[src/rtl/tea_cipher.sv]
// -----------------------------------------------------------------------------
// tea_cipher
//
// Iterative TEA block cipher engine. It accepts a 64-bit block, a 128-bit key
// and a direction through a valid/ready handshake. It runs ROUNDS TEA cycles,
// UNROLL of them per clock. The finished block is held on dout until the sink
// accepts it.
//
// Parameters
//   ROUNDS  TEA cycles per block (1..64)
//   UNROLL  rounds applied per clock (1, 2, 4 or 8; must divide ROUNDS)
//   DELTA   key-schedule constant
//
// Ports
//   clk        rising-edge clock
//   reset      asynchronous, active-high reset
//   in_valid   source presents a block
//   in_ready   engine idle and able to accept a block
//   mode       0 = encrypt, 1 = decrypt (sampled on accept)
//   key        {k0, k1, k2, k3} (sampled on accept)
//   din        {v0, v1} (sampled on accept)
//   out_valid  dout holds a finished block
//   out_ready  sink accepts dout
//   dout       result {v0, v1}
//   busy       engine is working on or holding a block
// -----------------------------------------------------------------------------
module tea_cipher #(
    parameter int          ROUNDS = 32,
    parameter int          UNROLL = 1,
    parameter logic [31:0] DELTA  = 32'h9E3779B9
) (
    input  logic         clk,
    input  logic         reset,
    input  logic         in_valid,
    output logic         in_ready,
    input  logic         mode,
    input  logic [127:0] key,
    input  logic [63:0]  din,
    output logic         out_valid,
    input  logic         out_ready,
    output logic [63:0]  dout,
    output logic         busy
);

    // Reject parameter combinations the round counter cannot handle exactly.
    generate
        if (ROUNDS < 1 || ROUNDS > 64) begin : g_bad_rounds
            $error("tea_cipher: ROUNDS must lie in 1..64");
        end
        if (UNROLL != 1 && UNROLL != 2 && UNROLL != 4 && UNROLL != 8) begin : g_bad_unroll
            $error("tea_cipher: UNROLL must be 1, 2, 4 or 8");
        end else if ((ROUNDS % UNROLL) != 0) begin : g_bad_ratio
            $error("tea_cipher: UNROLL must divide ROUNDS");
        end
    endgenerate

    localparam logic [6:0]  ROUNDS_C = 7'(ROUNDS);
    localparam logic [6:0]  UNROLL_C = 7'(UNROLL);

    // A decrypt starts from the sum that encryption ends with: DELTA * ROUNDS mod 2^32.
    localparam logic [63:0] SUM_PROD     = 64'(DELTA) * 64'(ROUNDS);
    localparam logic [31:0] DEC_SUM_INIT = SUM_PROD[31:0];

    typedef enum logic [1:0] {
        IDLE = 2'd0,
        RUN  = 2'd1,
        DONE = 2'd2
    } state_t;

    state_t state_q, state_d;

    logic [31:0]  v0_q, v1_q, sum_q;
    logic [127:0] key_q;
    logic         mode_q;
    logic [6:0]   count_q;
    logic [63:0]  dout_q;

    logic [31:0]  k0, k1, k2, k3;
    logic [31:0]  v0_n, v1_n, sum_n;
    logic [6:0]   count_step;
    logic         last_step;

    assign k0 = key_q[127:96];
    assign k1 = key_q[95:64];
    assign k2 = key_q[63:32];
    assign k3 = key_q[31:0];

    // TEA mixing term shared by both half-rounds.
    function automatic logic [31:0] mix(input logic [31:0] x,
                                        input logic [31:0] s,
                                        input logic [31:0] ka,
                                        input logic [31:0] kb);
        return ((x << 4) + ka) ^ (x + s) ^ ((x >> 5) + kb);
    endfunction

    // UNROLL rounds chained combinationally. Each round feeds the values it
    // has just updated into the next half-round.
    always_comb begin
        v0_n  = v0_q;
        v1_n  = v1_q;
        sum_n = sum_q;
        for (int r = 0; r < UNROLL; r++) begin
            if (!mode_q) begin
                sum_n = sum_n + DELTA;
                v0_n  = v0_n + mix(v1_n, sum_n, k0, k1);
                v1_n  = v1_n + mix(v0_n, sum_n, k2, k3);
            end else begin
                v1_n  = v1_n - mix(v0_n, sum_n, k2, k3);
                v0_n  = v0_n - mix(v1_n, sum_n, k0, k1);
                sum_n = sum_n - DELTA;
            end
        end
    end

    assign count_step = count_q + UNROLL_C;
    assign last_step  = (count_step == ROUNDS_C);

    // State register.
    always_ff @(posedge clk or posedge reset) begin
        if (reset) begin
            state_q <= IDLE;
        end else begin
            state_q <= state_d;
        end
    end

    // Next state and handshake outputs. The outputs depend only on the
    // registered state, so nothing flows combinationally from in_valid or out_ready.
    always_comb begin
        state_d   = state_q;
        in_ready  = 1'b0;
        out_valid = 1'b0;
        busy      = 1'b0;
        case (state_q)
            IDLE: begin
                in_ready = 1'b1;
                if (in_valid) begin
                    state_d = RUN;
                end
            end
            RUN: begin
                busy = 1'b1;
                if (last_step) begin
                    state_d = DONE;
                end
            end
            DONE: begin
                busy      = 1'b1;
                out_valid = 1'b1;
                if (out_ready) begin
                    state_d = IDLE;
                end
            end
            default: begin
                state_d = IDLE;
            end
        endcase
    end

    // Datapath. Operands are captured on accept and then iterated in RUN.
    // dout is loaded only on the final step, so a partial result never appears on it.
    always_ff @(posedge clk or posedge reset) begin
        if (reset) begin
            v0_q    <= '0;
            v1_q    <= '0;
            sum_q   <= '0;
            key_q   <= '0;
            mode_q  <= 1'b0;
            count_q <= '0;
            dout_q  <= '0;
        end else begin
            case (state_q)
                IDLE: begin
                    if (in_valid) begin
                        v0_q    <= din[63:32];
                        v1_q    <= din[31:0];
                        key_q   <= key;
                        mode_q  <= mode;
                        count_q <= '0;
                        sum_q   <= mode ? DEC_SUM_INIT : 32'd0;
                    end
                end
                RUN: begin
                    v0_q    <= v0_n;
                    v1_q    <= v1_n;
                    sum_q   <= sum_n;
                    count_q <= count_step;
                    if (last_step) begin
                        dout_q <= {v0_n, v1_n};
                    end
                end
                default: begin
                end
            endcase
        end
    end

    assign dout = dout_q;

endmodule

[config.mk]
export PLATFORM = sky130hd
export DESIGN_NAME = tea_cipher
export DESIGN_NICKNAME = d
export VERILOG_FILES = /design/src/rtl/tea_cipher.sv
export SDC_FILE = /design/constraint.sdc
export NUM_CORES = 2
export LEC_CHECK = 0
export CAP_MARGIN = 10
export CORE_UTILIZATION = 45
export DETAILED_ROUTE_END_ITERATION = 8
export GPL_TIMING_DRIVEN = 0
export PLACE_DENSITY_LB_ADDON = 0.12
export SLEW_MARGIN = 10
export SYNTH_ARGS = -nofsm -noshare
export SYNTH_HDL_FRONTEND = slang
export SYNTH_SLANG_ARGS = --single-unit
[constraint.sdc]
create_clock -name clk -period 27.3 [get_ports clk]
set_clock_uncertainty 0.15 [all_clocks]
set_input_delay 5.46 -clock clk [delete_from_list [all_inputs] [get_ports clk]]
set_output_delay 5.46 -clock clk [all_outputs]
set_load 0.005 [all_outputs]
# After elaboration in Yosys (flattened, before gate mapping)
# Index checks and enable logic that the tools add are counted.
[totals]
regBits = 298
output_inout_bits = 67
[op_classes]
add_sub_neg = 19
n_eq_ne = 6
n_mux = 19
bitwise_logic = 8
reduce_logical = 7
[op_table]
columns = ["cell", "count"]
rows = [
  ["adder 32 bit", 10],
  ["bitwise XOR 32 bit", 8],
  ["two-way mux 32 bit", 7],
  ["case mux 32 bit (2 select lines)", 3],
  ["adder 27 x 32 -> 32 bit", 4],
  ["subtractor 32 bit", 2],
  ["adder 32 bit (second input constant)", 1],
  ["subtractor 32 bit (second input constant)", 1],
  ["case mux 7 bit (2 select lines)", 1],
  ["adder 7 x 1 -> 7 bit (second input constant)", 1],
  ["== test 7 x 6 -> 1 bit (second input constant)", 1],
  ["two-way mux 7 bit", 1],
  ["two-way mux 2 bit", 3],
  ["!= test 2 bit (second input constant)", 3],
  ["case mux 2 bit (3 select lines)", 1],
  ["AND reduction 2 bit", 3],
  ["two-way mux 1 bit", 3],
  ["AND reduction 3 bit", 1],
  ["== test 2 x 1 -> 1 bit (second input constant)", 1],
  ["== test 2 bit (second input constant)", 1],
  ["logical NOT 2 bit", 1],
  ["nonzero test 2 bit", 1],
  ["OR reduction 2 bit", 1],
]

# Longest topological paths before layout
[logic_depth]
depth_word = 11
depth_mapped = 51

# Worst setup path before layout
# OpenSTA, ideal clock, no wires.
[synth_timing]
path_type = "register to register"
from = "register sum_q[0]"
to = "register dout_q[31] (netlist: dout[31])"
arrival_time_ns = 9.404
path_slack_ns = 17.604
path_stages_with_launch = 51
period_less_slack_ns = 9.696
cell_sequence = "dfrtp_1 ha_1 a2111oi_4 nor2_2 o311a_1 or4_4 o21a_1 nor3_1 xor2_1 ha_1 clkbuf_1 inv_1 o21bai_1 a21o_1 a41o_1 o31ai_1 a21oi_1 a31oi_1 [... 15 more ...] nand3_1 nor2_1 nand2_1 o21ai_0 nand2b_1 a21oi_1 xnor2_1 xnor2_1 ha_1 nand2_1 a2111oi_0 o41ai_1 o21ai_0 xnor2_1 xnor2_1 xnor3_1 nand2_1 a31oi_1"
[synth_between]
elab_chain_len = 10
word_cells_on_any_way = 16
cone_classes = "add/sub (9); mux (1); bitwise (6)"
[synth_rtl]
columns = ["element", "line_no", "source"]
rows = [
  ["start, declared", "72", "logic [31:0] v0_q, v1_q, sum_q;"],
  ["start signal, assigned", "180", "sum_q <= mode ? DEC_SUM_INIT : 32'd0;"],
  ["start signal, assigned", "186", "sum_q <= sum_n;"],
  ["adder 32 bit", "104", "sum_n = sum_n + DELTA;"],
  ["adder 32 bit", "93", "return ((x << 4) + ka) ^ (x + s) ^ ((x >> 5) + kb);"],
  ["bitwise XOR 32 bit (2 in series)", "93", ""],
  ["adder 32 bit", "105", "v0_n = v0_n + mix(v1_n, sum_n, k0, k1);"],
  ["adder 32 bit", "93", ""],
  ["bitwise XOR 32 bit (2 in series)", "93", ""],
  ["adder 32 bit", "106", "v1_n = v1_n + mix(v0_n, sum_n, k2, k3);"],
  ["two-way mux 32 bit (*)", "103", "if (!mode_q) begin"],
  ["end signal, assigned", "189", "dout_q <= {v0_n, v1_n};"],
  ["end, declared", "76", "logic [63:0] dout_q;"],
]
# Every way passes the cells marked *; elsewhere a longest branch is shown, timed or not.
# A chain may end at the register's enable or synchronous reset.

# Worst setup path in the final report
# Ends and elaborated chain as after synthesis.

==> results.cfg <==
[outcome]
outcome = completed

[yosys]
async_flop_share_pct = 100
synth.cell_area_um2 = 37300
synth_enable_flop_cells = 0
synth-seq-area-share_pct = 20.0
postSynthAreaPerCell_um2 = 8.33
synth_nets = 5173
synth-seq-cells = 298
synthesis.instances = 4475
synth-warning-count = 0
synth_cell_type_count = 89
synth_top_flop_cell = dfrtp_1

[timing]
timing_hold_violations_final = 0
slew_limit_headroom_pct = 7.87
setup_viol = 0
worstMarginPinSlew_ns = 1.38
fin_crit_ns = 14.09
totalNegativeSetupSlack_ns = 0
rsz_0062_raised_after_global_routing = no
fmax_mhz = 71.0
timing_max_transition_violations_final = 0
final.period_utilization_pct = 51.6

[run]
max-cap-violations = 0

[drt]
detailedRoute.firstPassIterationCount = 6
drt_iter0_drc = 4321
drt_wl_total_um = 161000
via_count = 36500
drtAntennaViolNets = 0
detail_route.vias_per_cell = 6.21
detail_route.drc_violations = 0
route.detailed.wl_per_inst_um = 27.3

[floorplanning]
num_ports = 264
die-width_um = 290
floorplan.rows = 105
dieHeight_um = 290
die-area_um2 = 84000
core_area_um2 = 82000
initial_utilization_pct = 45.5

[critical_path]
timing.critical_path.slowest_cell_delay_ns = 0.93
crit_path_start_kind = register
capturing_element_type_of_the_critical_path = register
cp_common_cell = xnor2_1
cp_max_fo = 10
criticalPathCategory = register to register
crit_path_slowest_cell = a2111oi_0
cp_data_arrival_time_ns = 14.40
cp.required_ns = 27.61

[finish]
area_delta_synth_final_pct = 14.5
finish.net_count = 5481
layout_cell_share_with_drive_strength_beyond_1_pct = 5.30
num-fill-cells = 8025

[clock_tree]
hold_fix_buffers_at_cts = 0
cts.reportedPaths.clkPinSlew_ns = 0.06
ctsRootBufferMaster = clkbuf_16
htree_num_levels = 2
clockBufferDepth = 3
tritoncts = yes
cts.sink_count = 298
post-cts-setup-buffers = 0
tritoncts.num_buffers = 40
worstSkewPairLatency_ns = 0.62
post_cts_resized = 0

[place]
port_buffers = 263
dp_hpwl_um = 132000
routabilityCongestion = 1.00

[global_routing]
grt_remaining_overflow = 0
antenna_violations_before_repair = 5
grtUsageTotal_pct = 37.2
largest_net_degree_at_the_start_of_global_routing = 100
grt_pass1_vias = 34600
grt_first_pass_wirelength_um = 229000

[hold_path]
holdCritPathClass = register to register
[path summary, 6_finish.rpt]
check	start	end	slack [ns]	cells after the start
setup / recovery	sum_q[0]$_DFFE_PP0P_	dout[31]$_DFFE_PP0P_	13.21	50
hold / removal	dout[58]$_DFFE_PP0P_	dout[58]$_DFFE_PP0P_	0.33	2
setup reg to reg	sum_q[0]$_DFFE_PP0P_	dout[31]$_DFFE_PP0P_	13.21	50
hold reg to reg	dout[58]$_DFFE_PP0P_	dout[58]$_DFFE_PP0P_	0.33	2
max in group asynchronous	reset	key_q[59]$_DFFE_PP0P_	20.65	4
min in group asynchronous	reset	key_q[66]$_DFFE_PP0P_	5.08	2
[cell usage after synthesis (12+ instances only)]
master,number,area [µm²]
nor2_1,269,1010
nor4_1,13,81.3
nand2_1,327,1230
a21o_1,230,1730
clkbuf_1,106,398
mux2i_1,31,310
and3_1,37,231
o21ai_0,368,1840
xnor2_1,603,5280
a41oi_1,12,105
dfrtp_1,298,7460
or2_2,15,93.8
a31oi_1,49,307
nand3_1,103,515
xor2_1,133,1160
o21bai_1,63,473
a21boi_0,16,120
a211oi_1,38,285
a21oi_1,467,2340
or3_1,24,150
ha_1,485,6070
inv_1,122,458
fa_1,16,320
o31ai_1,24,180
o21a_1,63,473
nand4_1,26,163
buf_1,13,48.8
nor3_1,78,390
a211o_1,14,123
mux2_2,134,1510
nor2b_1,44,275
nand2b_1,56,350
o211ai_1,21,158
and2_1,15,93.8
[flip-flops by register name, indices dropped and copies added (netlist names)]
register,cells
sum_q,32
v0_q,32
key_q,128
dout,64
mode_q,1
count_q,7
v1_q,32
state_q,2
[layer usage]
| metal | global-route usage (%) | routed length, µm | up-vias |
|---|---|---|---|
| met2 | 55.9 | 67100 | 1755 |
| met3 | 7.70 | 17200 | 303 |
| met1 | 51.8 | 69400 | 17600 |
| li1 | - | - | 16900 |
| met5 | 0 | 0 | - |
| met4 | 14.5 | 6940 | 0 |
[through the flow]
step / cells / cell area (µm²) / hold slack (ns) / util, % / setup slack (ns)
2_1_floorplan: 4475 / 37300 / 0.316 / - / 13.46
3_3_place_gp: 5808 / 41300 / 0.316 / 50.3 / 9.00
3_5_place_dp: 5811 / 41400 / 0.321 / 50.4 / 13.91
4_1_cts: 5879 / 42700 / 0.334 / 52.1 / 13.88
5_1_grt: 5879 / 42700 / 0.357 / 52.1 / 13.06
6_report: 5882 / 42700 / 0.330 / 52.1 / 13.21
[layout make-up]
cell class / instances / area, µm² / area share, %
multi-input cells: 3930 / 28900 / 67.6
flip-flops and latches: 298 / 7460 / 17.5
repair buffers: 266 / 2720 / 6.36
well taps: 1070 / 1340 / 3.13
clock buffers: 56 / 1170 / 2.74
plain buffers: 123 / 487 / 1.14
inverters: 124 / 473 / 1.11
clock inverters: 12 / 178 / 0.416
diodes: 3 / 7.51 / 0.0176
[cells by family after synthesis]
logic type	Yosys count	synth area share [%]
buffers and inverters	247	2.55
AND/OR/NAND/NOR	1030	12.8
multiplexers	165	4.88
AO/OA/AOI/OAI	1492	25.0
flip-flops	298	20.0
adder cells (fa/ha/maj)	501	17.1
XOR/XNOR	742	17.7
[critical path: cells and delay by family (launching register included)]
kind,cells,cell delay [ns]
AO/OA/AOI/OAI,22,5.91
XOR/XNOR,10,3.00
AND/OR/NAND/NOR,11,1.97
adder cells (fa/ha/maj),5,1.94
flip-flops,1,0.63
buffers and inverters,2,0.34
[layout by cell type (no fill, tap or decap), drive strengths merged, types with 18 or more instances in the layout]
master         instances
a21boi                18
clkbuf               163
nor2                 270
or3                   24
mux2i                 31
a211oi                39
dfrtp                298
nor3                  79
nand2b                56
mux2                 134
a21oi                470
xor2                 133
a31oi                 49
and3                  37
nor2b                 44
o211ai                21
nand2                327
xnor2                603
o21a                  63
clkdlybuf4s50        263
nand3                103
o31ai                 25
ha                   485
nand4                 26
inv                  124
buf                   19
o21bai                63
o21ai                377
a21o                 232
Power is not shown: default switching activity piles up to over one toggle a cycle in this logic, so the estimate is an artifact.
